File: src/rtl/and_gate_unit.sv
// and_gate_unit: bitwise AND leaf primitive with registered observers.
//   y and all_one are purely combinational (zero latency); y_q, rise and
//   ones_cnt update on the rising edge of clk, one cycle after the inputs.
//   There is no handshake: every output is defined every cycle.
//
// Ports:
//   clk       in   1      rising-edge clock, used only by registered outputs
//   rst       in   1      asynchronous active-high reset for registered state
//   a, b      in   WIDTH  operands
//   y         out  WIDTH  a & b, combinational
//   y_q       out  WIDTH  y delayed by one clock
//   all_one   out  1      combinational, y is all ones
//   rise      out  1      one-cycle pulse when all_one goes 0 -> 1
//   ones_cnt  out  CNT_W  saturating count of cycles sampled with all_one=1

module and_gate_unit #(
  parameter int WIDTH = 1,
  parameter int CNT_W = 16
) (
  input  logic             clk,
  input  logic             rst,
  input  logic [WIDTH-1:0] a,
  input  logic [WIDTH-1:0] b,
  output logic [WIDTH-1:0] y,
  output logic [WIDTH-1:0] y_q,
  output logic             all_one,
  output logic             rise,
  output logic [CNT_W-1:0] ones_cnt
);

  // Previous-cycle all_one, used to detect the 0 -> 1 transition.
  logic all_one_d;

  // Continuous assigns keep y independent of clk/rst and propagate X/Z
  // with ordinary & semantics (0 & X = 0).
  assign y       = a & b;
  assign all_one = &y;

  always_ff @(posedge clk or posedge rst) begin
    if (rst) begin
      y_q       <= '0;
      all_one_d <= 1'b0;
      rise      <= 1'b0;
    end else begin
      y_q       <= y;
      all_one_d <= all_one;
      // all_one_d is cleared by reset, so an all-ones first cycle after
      // reset release produces a pulse.
      rise      <= all_one & ~all_one_d;
    end
  end

  // Counter saturates at all ones; it never wraps back to zero.
  always_ff @(posedge clk or posedge rst) begin
    if (rst) begin
      ones_cnt <= '0;
    end else if (all_one && (ones_cnt != {CNT_W{1'b1}})) begin
      ones_cnt <= ones_cnt + 1'b1;
    end
  end

endmodule

File: config.mk
export PLATFORM = sky130hd
export DESIGN_NAME = and_gate_unit
export DESIGN_NICKNAME = d
export VERILOG_FILES = /design/src/rtl/and_gate_unit.sv
export SDC_FILE = /design/constraint.sdc
export NUM_CORES = 1
export LEC_CHECK = 0
export CAP_MARGIN = 20
export CORE_UTILIZATION = 49
export DETAILED_ROUTE_END_ITERATION = 8
export PLACE_DENSITY = 0.82
export SYNTH_ARGS = -nofsm -noshare
export SYNTH_HDL_FRONTEND = slang
export SYNTH_SLANG_ARGS = --single-unit
File: constraint.sdc
create_clock -name clk -period 3.88 [get_ports clk]
set_input_delay 0.776 -clock clk [delete_from_list [all_inputs] [get_ports clk]]
set_output_delay 0.776 -clock clk [all_outputs]
set_load 0.05 [all_outputs]
== Word-level counts from Yosys, hierarchy flattened ==
Cells that the tools add are included.

* Flip-flop bits (word level): 18
* Output and inout bits: 20
* Word-level logic and storage cells: 9

* $add $sub $neg: 1
* Equal/unequal tests: 1
* Bitwise logic cells: 3
* Reductions and logical operators: 1

{| class="wikitable"
|+ Operator list
! cell !! number
|-
| 16-bit by 1-bit adder with 16-bit output, second input constant || 1
|-
| 16-bit inequality test, second input constant || 1
|-
| 1-bit bitwise AND || 2
|-
| 1-bit logical AND || 1
|-
| 1-bit inverter || 1
|}

== Depth between registers and ports, before layout ==
Gate-level depths: netlist of the first run.

* Depth in word-level cells: 2
* Gate-level depth with buffers: 6
* Depth with buffers taken out: 5

== Worst setup path after synthesis of the first run ==
Ideal clock, no wire load.

* Path kind: input to output
* Start point: in a
* End point: out y
* Data arrival time: 1.496 ns
* Slack: 1.608 ns
* Stages: 3
* Path buffers: 1
* Path through: nand2_1 -> inv_1 -> buf_4

* Longest elaborated chain between the ends: 1

{| class="wikitable"
|+ Ends and longest elaborated chain
! what !! RTL line !! source
|-
| from (decl) || 22 || <nowiki>input logic [WIDTH-1:0] a,</nowiki>
|-
| 1-bit bitwise AND || 36 || <nowiki>assign y = a & b;</nowiki>
|-
| to (decl) || 24 || <nowiki>output logic [WIDTH-1:0] y,</nowiki>
|}

Every way passes these cells.

== Worst setup path after layout of the first run ==
Ends and elaborated chain as after synthesis.

==> run_summary.xml, run 1 <==
<?xml version="1.0" encoding="UTF-8"?>
<metrics>
  <group name="timing">
    <metric name="setup_viol_count_final" unit="">0</metric>
    <metric name="final-max-slew-violation-count" unit="">0</metric>
    <metric name="min_period" unit="ns">3.09</metric>
    <metric name="timing.max_slew.rel_slack" unit="%">55.0</metric>
    <metric name="grt_setup_unrepaired" unit="">no</metric>
    <metric name="maximum_clock_skew_at_final_layout" unit="ns">0.00762</metric>
    <metric name="hold_viol" unit="">0</metric>
    <metric name="slew_at_the_pin_with_the_worst_max_slew_slack" unit="ns">0.674</metric>
    <metric name="finalSetupTns" unit="ns">0</metric>
    <metric name="finalCritPeriodShare" unit="%">79.7</metric>
    <metric name="achievable-frequency" unit="MHz">323</metric>
  </group>
  <group name="route">
    <metric name="initialDrtViolationCount" unit="">18</metric>
    <metric name="vias_per_cell" unit="">5.66</metric>
    <metric name="wl" unit="mm">1.59</metric>
    <metric name="drc" unit="">2</metric>
    <metric name="drt.antenna.violating_nets" unit="">0</metric>
    <metric name="drt-pass1-iter-count" unit="">7</metric>
    <metric name="route.detailed.wl_per_inst" unit="um">13.2</metric>
    <metric name="num_vias" unit="">685</metric>
  </group>
  <group name="critical_path">
    <metric name="criticalPathCategory" unit="">in -&gt; out</metric>
    <metric name="critical_path_arrival" unit="ns">2.32</metric>
    <metric name="setup.worst_path.end_class" unit="">output pin</metric>
    <metric name="maximum_fanout_along_the_worst_path" unit="">5</metric>
    <metric name="timing.critical_path.from_type" unit="">primary input</metric>
    <metric name="worst_ep_required_time" unit="ns">3.10</metric>
  </group>
  <group name="placement">
    <metric name="routabilityCongestion" unit="">0.734</metric>
    <metric name="detailed_place.area" unit="um^2">1090</metric>
    <metric name="final_hpwl_from_detailed_placement" unit="mm">1.19</metric>
    <metric name="dp_cells" unit="">118</metric>
    <metric name="buffer_ports.inserted" unit="">23</metric>
  </group>
  <group name="global_routing">
    <metric name="track_usage" unit="%">19.6</metric>
    <metric name="grt_first_pass_wirelength" unit="mm">2.79</metric>
    <metric name="largest_net_degree_at_the_start_of_global_routing" unit="">19</metric>
    <metric name="globalRoute.totalOverflow" unit="">0</metric>
    <metric name="first_global_vias" unit="">645</metric>
    <metric name="grt_antenna_before_repair" unit="">0</metric>
  </group>
  <group name="cells_and_area">
    <metric name="ant_diodes" unit="">0</metric>
    <metric name="register_area" unit="um^2">450</metric>
    <metric name="final_cell_mix" unit="">23 x sky130_fd_sc_hd__clkdlybuf4s50_1, 18 x sky130_fd_sc_hd__dfrtp_1, 7 x sky130_fd_sc_hd__nand4_1</metric>
    <metric name="layout-drive-gt1-share" unit="%">4.76</metric>
    <metric name="fillCellCount" unit="">113</metric>
    <metric name="multi_input_area" unit="um^2">365</metric>
    <metric name="final_net_count" unit="">112</metric>
    <metric name="layout.cells.non_filler" unit="">121</metric>
    <metric name="post-route-util" unit="%">71.3</metric>
    <metric name="stdcell_area" unit="um^2">1110</metric>
    <metric name="area_growth_syn_to_layout" unit="%">30.6</metric>
    <metric name="layout.cells.most_common" unit="">sky130_fd_sc_hd__clkdlybuf4s50_1</metric>
  </group>
  <group name="worst_hold_path">
    <metric name="holdCritPathClass" unit="">reg -&gt; reg</metric>
  </group>
  <group name="clock_network">
    <metric name="cts-hold-fix-buffers" unit="">0</metric>
    <metric name="worst_skew_pair.late_latency" unit="ns">0.28</metric>
    <metric name="ctsLongestPathBuffers" unit="">2</metric>
    <metric name="postCtsResizedCells" unit="">0</metric>
    <metric name="numClockSinks" unit="">18</metric>
    <metric name="cts_root_buf" unit="">sky130_fd_sc_hd__clkbuf_4</metric>
    <metric name="post_cts_repair_setup_buffers" unit="">0</metric>
    <metric name="cts_tree" unit="">built</metric>
    <metric name="inserted_clock_buffers" unit="">3</metric>
    <metric name="cts-htree-levels" unit="">1</metric>
    <metric name="clkSlewWorstSetupHoldPaths" unit="ns">0.09</metric>
  </group>
  <group name="outcome">
    <metric name="failed_checks" unit="">design-rule violations</metric>
    <metric name="run_status" unit="">complete, but fails checks</metric>
  </group>
  <group name="yosys">
    <metric name="adder_and_majority_gate_portion_of_the_synthesized_area" unit="%">1.47</metric>
    <metric name="synth_compound_area_share" unit="%">2.65</metric>
    <metric name="synth_register_bits" unit="">18</metric>
    <metric name="mappedNetlistNets" unit="">86</metric>
    <metric name="netlist_top_cells_area" unit="">sky130_fd_sc_hd__dfrtp_1 53%, sky130_fd_sc_hd__xnor2_1 6.2%, sky130_fd_sc_hd__nand4_1 5.1%</metric>
    <metric name="post_synth_inst_count" unit="">81</metric>
    <metric name="synthDominantAreaCellType" unit="">sky130_fd_sc_hd__dfrtp_1</metric>
    <metric name="combinational_family_with_the_most_area_after_synthesis" unit="">simple AND/OR/NAND/NOR gates</metric>
    <metric name="yosys.area_share.simple" unit="%">23.5</metric>
    <metric name="post_synth_instance_area" unit="um^2">851</metric>
    <metric name="share_of_the_synthesized_area_in_the_top_cell_type" unit="%">52.9</metric>
    <metric name="ys_warn_count" unit="">0</metric>
    <metric name="yosysSeqAreaShare" unit="%">52.9</metric>
    <metric name="synthXorXnorAreaFrac" unit="%">11.3</metric>
    <metric name="ys_types" unit="">23</metric>
    <metric name="synth.avg_cell_area" unit="um^2">10.5</metric>
    <metric name="post_synth_mux_area_share" unit="%">3.97</metric>
  </group>
  <group name="die">
    <metric name="die_area" unit="um^2">1910</metric>
    <metric name="floorplan.rows" unit="">14</metric>
    <metric name="start_util" unit="%">54.6</metric>
    <metric name="die_y" unit="um">43.7</metric>
    <metric name="die_w" unit="um">43.7</metric>
    <metric name="io_pins" unit="">24</metric>
    <metric name="placeable_core_region" unit="um^2">1560</metric>
  </group>
  <group name="job">
    <metric name="maxCapViolCount" unit="">0</metric>
  </group>
  <group name="power">
    <metric name="power-per-cell-area" unit="nW/um^2">562</metric>
    <metric name="report.power.total" unit="W">0.000625</metric>
    <metric name="power_leakage" unit="nW">0.494</metric>
    <metric name="vdd_ir_drop_max" unit="mV">0.469</metric>
  </group>
</metrics>
-- critical path: stages --
cell and delay [ns]:
sky130_fd_sc_hd__clkdlybuf4s50_1 0.49, sky130_fd_sc_hd__nand2_1 0.13, sky130_fd_sc_hd__inv_1 0.11, sky130_fd_sc_hd__clkdlybuf4s50_1 0.81
-- synth_stat cells, drive strengths merged --
cell and instances:
a2bb2oi 1, nand2b 1, nor4 2, inv 6
and2 1, nand3 6, xnor2 6, nor2 6
buf 2, a41oi 1, mux2 3, and3 1
a21oi 1, nand4 8, or4 1, ha 1
nand2 6, nor3 5, dfrtp 18, xor2 5
-- area by class of cell --
| class | instances | area share [%] |
|---|---|---|
| flip-flops and latches | 18 | 40.5 |
| multi-input cells | 55 | 32.9 |
| repair buffers | 23 | 20.7 |
| clock buffers | 3 | 2.03 |
| inverters | 6 | 2.03 |
| well taps | 16 | 1.80 |
-- report_power, final --
| group | internal, W | leakage (nW) | switching (W) | total, W |
|---|---|---|---|---|
| registers | 0.000221 | 0.238 | 0.0000481 | 0.000269 |
| clock network | 0.0000360 | 0.0138 | 0.0000537 | 0.0000897 |
| logic | 0.0000893 | 0.242 | 0.000177 | 0.000266 |
-- per-layer routing --
layer / routed length (um) / global-route usage [%] / vias up
met5: 0 / 0 / -
met4: 27 / 7.50 / 0
met3: 88 / 2.50 / 6
met2: 770 / 31.9 / 28
met1: 706 / 26.7 / 318
li1: - / - / 333
-- through the flow --
step,hold WS (ns),setup WS (ns)
2_1_floorplan,0.715,1.61
3_3_place_gp,0.431,0.828
3_5_place_dp,0.434,0.797
4_1_cts,0.452,0.791
5_1_grt,0.466,0.671
6_report,0.451,0.789
-- path summary, 6_finish.rpt --
| check | endpoint | slack, ns | startpoint | depth (start not counted) |
|---|---|---|---|---|
| min | rise$_DFF_PP0_ | 0.45 | all_one_d$_DFF_PP0_ | 1 |
| max in group asynchronous | ones_cnt[14]$_DFFE_PP0P_ | 2.56 | rst | 2 |
| min reg2reg | rise$_DFF_PP0_ | 0.45 | all_one_d$_DFF_PP0_ | 1 |
| max | y | 0.79 | a | 4 |
| min in group asynchronous | ones_cnt[11]$_DFFE_PP0P_ | 0.88 | rst | 2 |
| max reg2reg | ones_cnt[13]$_DFFE_PP0P_ | 2.15 | ones_cnt[0]$_DFFE_PP0P_ | 5 |
-- flip-flops by register name (all words and copies together) (netlist names) --
name / flops
rise: 1
ones_cnt: 16
all_one_d: 1
-- kinds of logic (layout without fill, tap and decap cells) --
logic type,Yosys count,in the layout
AND/OR/NAND/NOR,37,37
flip-flops,18,18
XOR/XNOR,11,11
buffers and inverters,8,32
AO/OA/AOI/OAI,3,3
multiplexers,3,3
adder cells (fa/ha/maj),1,1
Note: power is estimated with default switching activity, not from simulation.
==> run 2, diff against run 1 <==
--- a/config.mk
+++ b/config.mk
@@ -6,9 +6,9 @@
 export NUM_CORES = 1
 export LEC_CHECK = 0
 export CAP_MARGIN = 20
-export CORE_UTILIZATION = 49
+export CORE_UTILIZATION = 45
 export DETAILED_ROUTE_END_ITERATION = 8
-export PLACE_DENSITY = 0.82
+export PLACE_DENSITY = 0.76
 export SYNTH_ARGS = -nofsm -noshare
 export SYNTH_HDL_FRONTEND = slang
 export SYNTH_SLANG_ARGS = --single-unit
==> constraint.sdc (replaced) <==
create_clock -name clk -period 3.1 [get_ports clk]
set_input_delay 0.62 -clock clk [delete_from_list [all_inputs] [get_ports clk]]
set_output_delay 0.62 -clock clk [all_outputs]
set_load 0.05 [all_outputs]
==> run_summary.xml, run 2 (synthesized netlist as in run 1, its figures left out) <==
<?xml version="1.0" encoding="UTF-8"?>
<metrics>
  <group name="cells_and_area">
    <metric name="registers.top_by_ff_count" unit="">ones_cnt</metric>
    <metric name="area_growth_syn_to_layout" unit="%">32.9</metric>
    <metric name="final_net_count" unit="">112</metric>
    <metric name="layout.cells.most_common" unit="">sky130_fd_sc_hd__clkdlybuf4s50_1</metric>
    <metric name="final_cell_mix" unit="">21 x sky130_fd_sc_hd__clkdlybuf4s50_1, 18 x sky130_fd_sc_hd__dfrtp_1, 7 x sky130_fd_sc_hd__nand4_1</metric>
    <metric name="multi_input_area" unit="um^2">365</metric>
    <metric name="layout-drive-gt1-share" unit="%">7.55</metric>
    <metric name="top_registers" unit="">ones_cnt x16, all_one_d x1, rise x1</metric>
    <metric name="ant_diodes" unit="">0</metric>
    <metric name="largest_reg_flops" unit="">16</metric>
    <metric name="fillCellCount" unit="">152</metric>
    <metric name="register_area" unit="um^2">450</metric>
  </group>
  <group name="critical_path">
    <metric name="setup.worst_path.end_class" unit="">output pin</metric>
    <metric name="critical-path-top-delay-family" unit="">buffers and inverters</metric>
    <metric name="slowest_delay" unit="ns">0.84</metric>
    <metric name="maximum_fanout_along_the_worst_path" unit="">6</metric>
    <metric name="worst_ep_required_time" unit="ns">2.48</metric>
    <metric name="critical_path_arrival" unit="ns">1.60</metric>
    <metric name="worstSetupStartpoint" unit="">ones_cnt[7]$_DFFE_PP0P_</metric>
    <metric name="timing.critical_path.from_type" unit="">flop</metric>
    <metric name="path_buf_inv" unit="">1</metric>
    <metric name="crit-reg2reg-launch" unit="">ones_cnt[0]$_DFFE_PP0P_</metric>
    <metric name="crit_slowest_cell" unit="">sky130_fd_sc_hd__clkdlybuf4s50_1</metric>
    <metric name="cp_cell_sequence" unit="">clkdlybuf4s50_1</metric>
    <metric name="criticalPathCategory" unit="">reg -&gt; out</metric>
  </group>
  <group name="power">
    <metric name="power_leakage" unit="nW">0.504</metric>
    <metric name="power-per-cell-area" unit="nW/um^2">720</metric>
    <metric name="vdd_ir_drop_max" unit="mV">0.700</metric>
    <metric name="report.power.total" unit="W">0.000814</metric>
  </group>
  <group name="timing">
    <metric name="grt_setup_unrepaired" unit="">no</metric>
    <metric name="finalSetupTns" unit="ns">0</metric>
    <metric name="timing.max_slew.rel_slack" unit="%">56.1</metric>
    <metric name="hold_viol" unit="">0</metric>
    <metric name="min_period" unit="ns">2.22</metric>
    <metric name="slew_at_the_pin_with_the_worst_max_slew_slack" unit="ns">0.658</metric>
    <metric name="setup_viol_count_final" unit="">0</metric>
    <metric name="finalCritPeriodShare" unit="%">71.6</metric>
    <metric name="final-max-slew-violation-count" unit="">0</metric>
    <metric name="achievable-frequency" unit="MHz">451</metric>
    <metric name="maximum_clock_skew_at_final_layout" unit="ns">0.000879</metric>
  </group>
  <group name="job">
    <metric name="maxCapViolCount" unit="">0</metric>
  </group>
  <group name="die">
    <metric name="io_pins" unit="">24</metric>
    <metric name="die_area" unit="um^2">2070</metric>
    <metric name="start_util" unit="%">48.7</metric>
    <metric name="die_w" unit="um">45.5</metric>
    <metric name="placeable_core_region" unit="um^2">1750</metric>
    <metric name="floorplan.rows" unit="">15</metric>
    <metric name="die_y" unit="um">45.5</metric>
  </group>
  <group name="global_routing">
    <metric name="first_global_vias" unit="">655</metric>
    <metric name="grt_antenna_before_repair" unit="">0</metric>
    <metric name="globalRoute.totalOverflow" unit="">0</metric>
    <metric name="largest_net_degree_at_the_start_of_global_routing" unit="">19</metric>
    <metric name="grt_first_pass_wirelength" unit="mm">2.70</metric>
    <metric name="track_usage" unit="%">18.1</metric>
  </group>
  <group name="route">
    <metric name="drc" unit="">0</metric>
    <metric name="wl" unit="mm">1.66</metric>
    <metric name="initialDrtViolationCount" unit="">16</metric>
    <metric name="num_vias" unit="">697</metric>
    <metric name="drt.antenna.violating_nets" unit="">0</metric>
    <metric name="drt-pass1-iter-count" unit="">4</metric>
    <metric name="vias_per_cell" unit="">5.32</metric>
    <metric name="route.detailed.wl_per_inst" unit="um">12.7</metric>
  </group>
  <group name="clock_network">
    <metric name="clkSlewWorstSetupHoldPaths" unit="ns">0.11</metric>
    <metric name="numClockSinks" unit="">18</metric>
    <metric name="inserted_clock_buffers" unit="">3</metric>
    <metric name="cts_root_buf" unit="">sky130_fd_sc_hd__clkbuf_4</metric>
    <metric name="cts-htree-levels" unit="">1</metric>
    <metric name="worst_skew_pair.late_latency" unit="ns">0.29</metric>
    <metric name="postCtsResizedCells" unit="">0</metric>
    <metric name="cts-hold-fix-buffers" unit="">0</metric>
    <metric name="post_cts_repair_setup_buffers" unit="">0</metric>
    <metric name="ctsLongestPathBuffers" unit="">2</metric>
    <metric name="cts_tree" unit="">built</metric>
  </group>
  <group name="outcome">
    <metric name="run_status" unit="">complete, no violations</metric>
  </group>
  <group name="worst_hold_path">
    <metric name="timing.hold.worst.start" unit="">all_one_d$_DFF_PP0_</metric>
    <metric name="holdCritPathClass" unit="">reg -&gt; reg</metric>
  </group>
  <group name="placement">
    <metric name="buffer_ports.inserted" unit="">23</metric>
    <metric name="routabilityCongestion" unit="">0.751</metric>
    <metric name="final_hpwl_from_detailed_placement" unit="mm">1.25</metric>
  </group>
</metrics>
-- run 2: cell count changes in the layout (fill, tap and decap cells not counted), sizes merged --
cell,delta
buf,+2
clkbuf,+1
clkdlybuf4s50,-2
-- run 2: worst paths after layout --
path,endpoint,slack [ns],cells past startpoint
worst min register to register,rise$_DFF_PP0_,0.44,1
worst min-delay path,rise$_DFF_PP0_,0.44,1
worst max-delay path,ones_cnt[7],0.88,1
max in group asynchronous,ones_cnt[15]$_DFFE_PP0P_,1.97,2
min in group asynchronous,ones_cnt[13]$_DFFE_PP0P_,0.71,2
worst max register to register,ones_cnt[9]$_DFFE_PP0P_,1.36,5
-- run 2: final cells by class --
| cell class | count | area share (%) |
|---|---|---|
| timing repair buffer | 23 | 19.9 |
| clock buffer | 4 | 3.21 |
| multi-input combinational | 55 | 32.3 |
| inverter | 6 | 1.99 |
| tap | 25 | 2.77 |
| sequential | 18 | 39.8 |
-- run 2: power by group --
part	switching, W	leakage [nW]	internal (W)
Sequential	0.0000604	0.238	0.000276
Combinational	0.000221	0.245	0.000111
Clock	0.0000740	0.0210	0.0000714
Total	0.000356	0.504	0.000459
-- run 2: routing by layer --
layer  track usage, %  share of wire (%)  wire length (um)  vias to the layer above
met2             31.1                 48               794                       24
met4             6.06                1.1                19                        0
met5                0                  0                 0                        -
met1             23.4                 46               770                      339
li1                 -                  -                 -                      332
met3             2.38                4.6                76                        2
-- run 2: metrics by stage --
step                      worst slack, ns  cells  hold slack [ns]  cell area, um^2  utilization, %
final                               0.881    131            0.435             1130            64.8
after global routing                0.816    131            0.461             1130            64.8
after CTS                           0.878    131            0.440             1130            64.8
after detailed placement            0.919    127            0.424             1090            62.7
after global placement              0.960    127            0.431             1090            62.7
after floorplan                      1.14     81            0.559              851               -
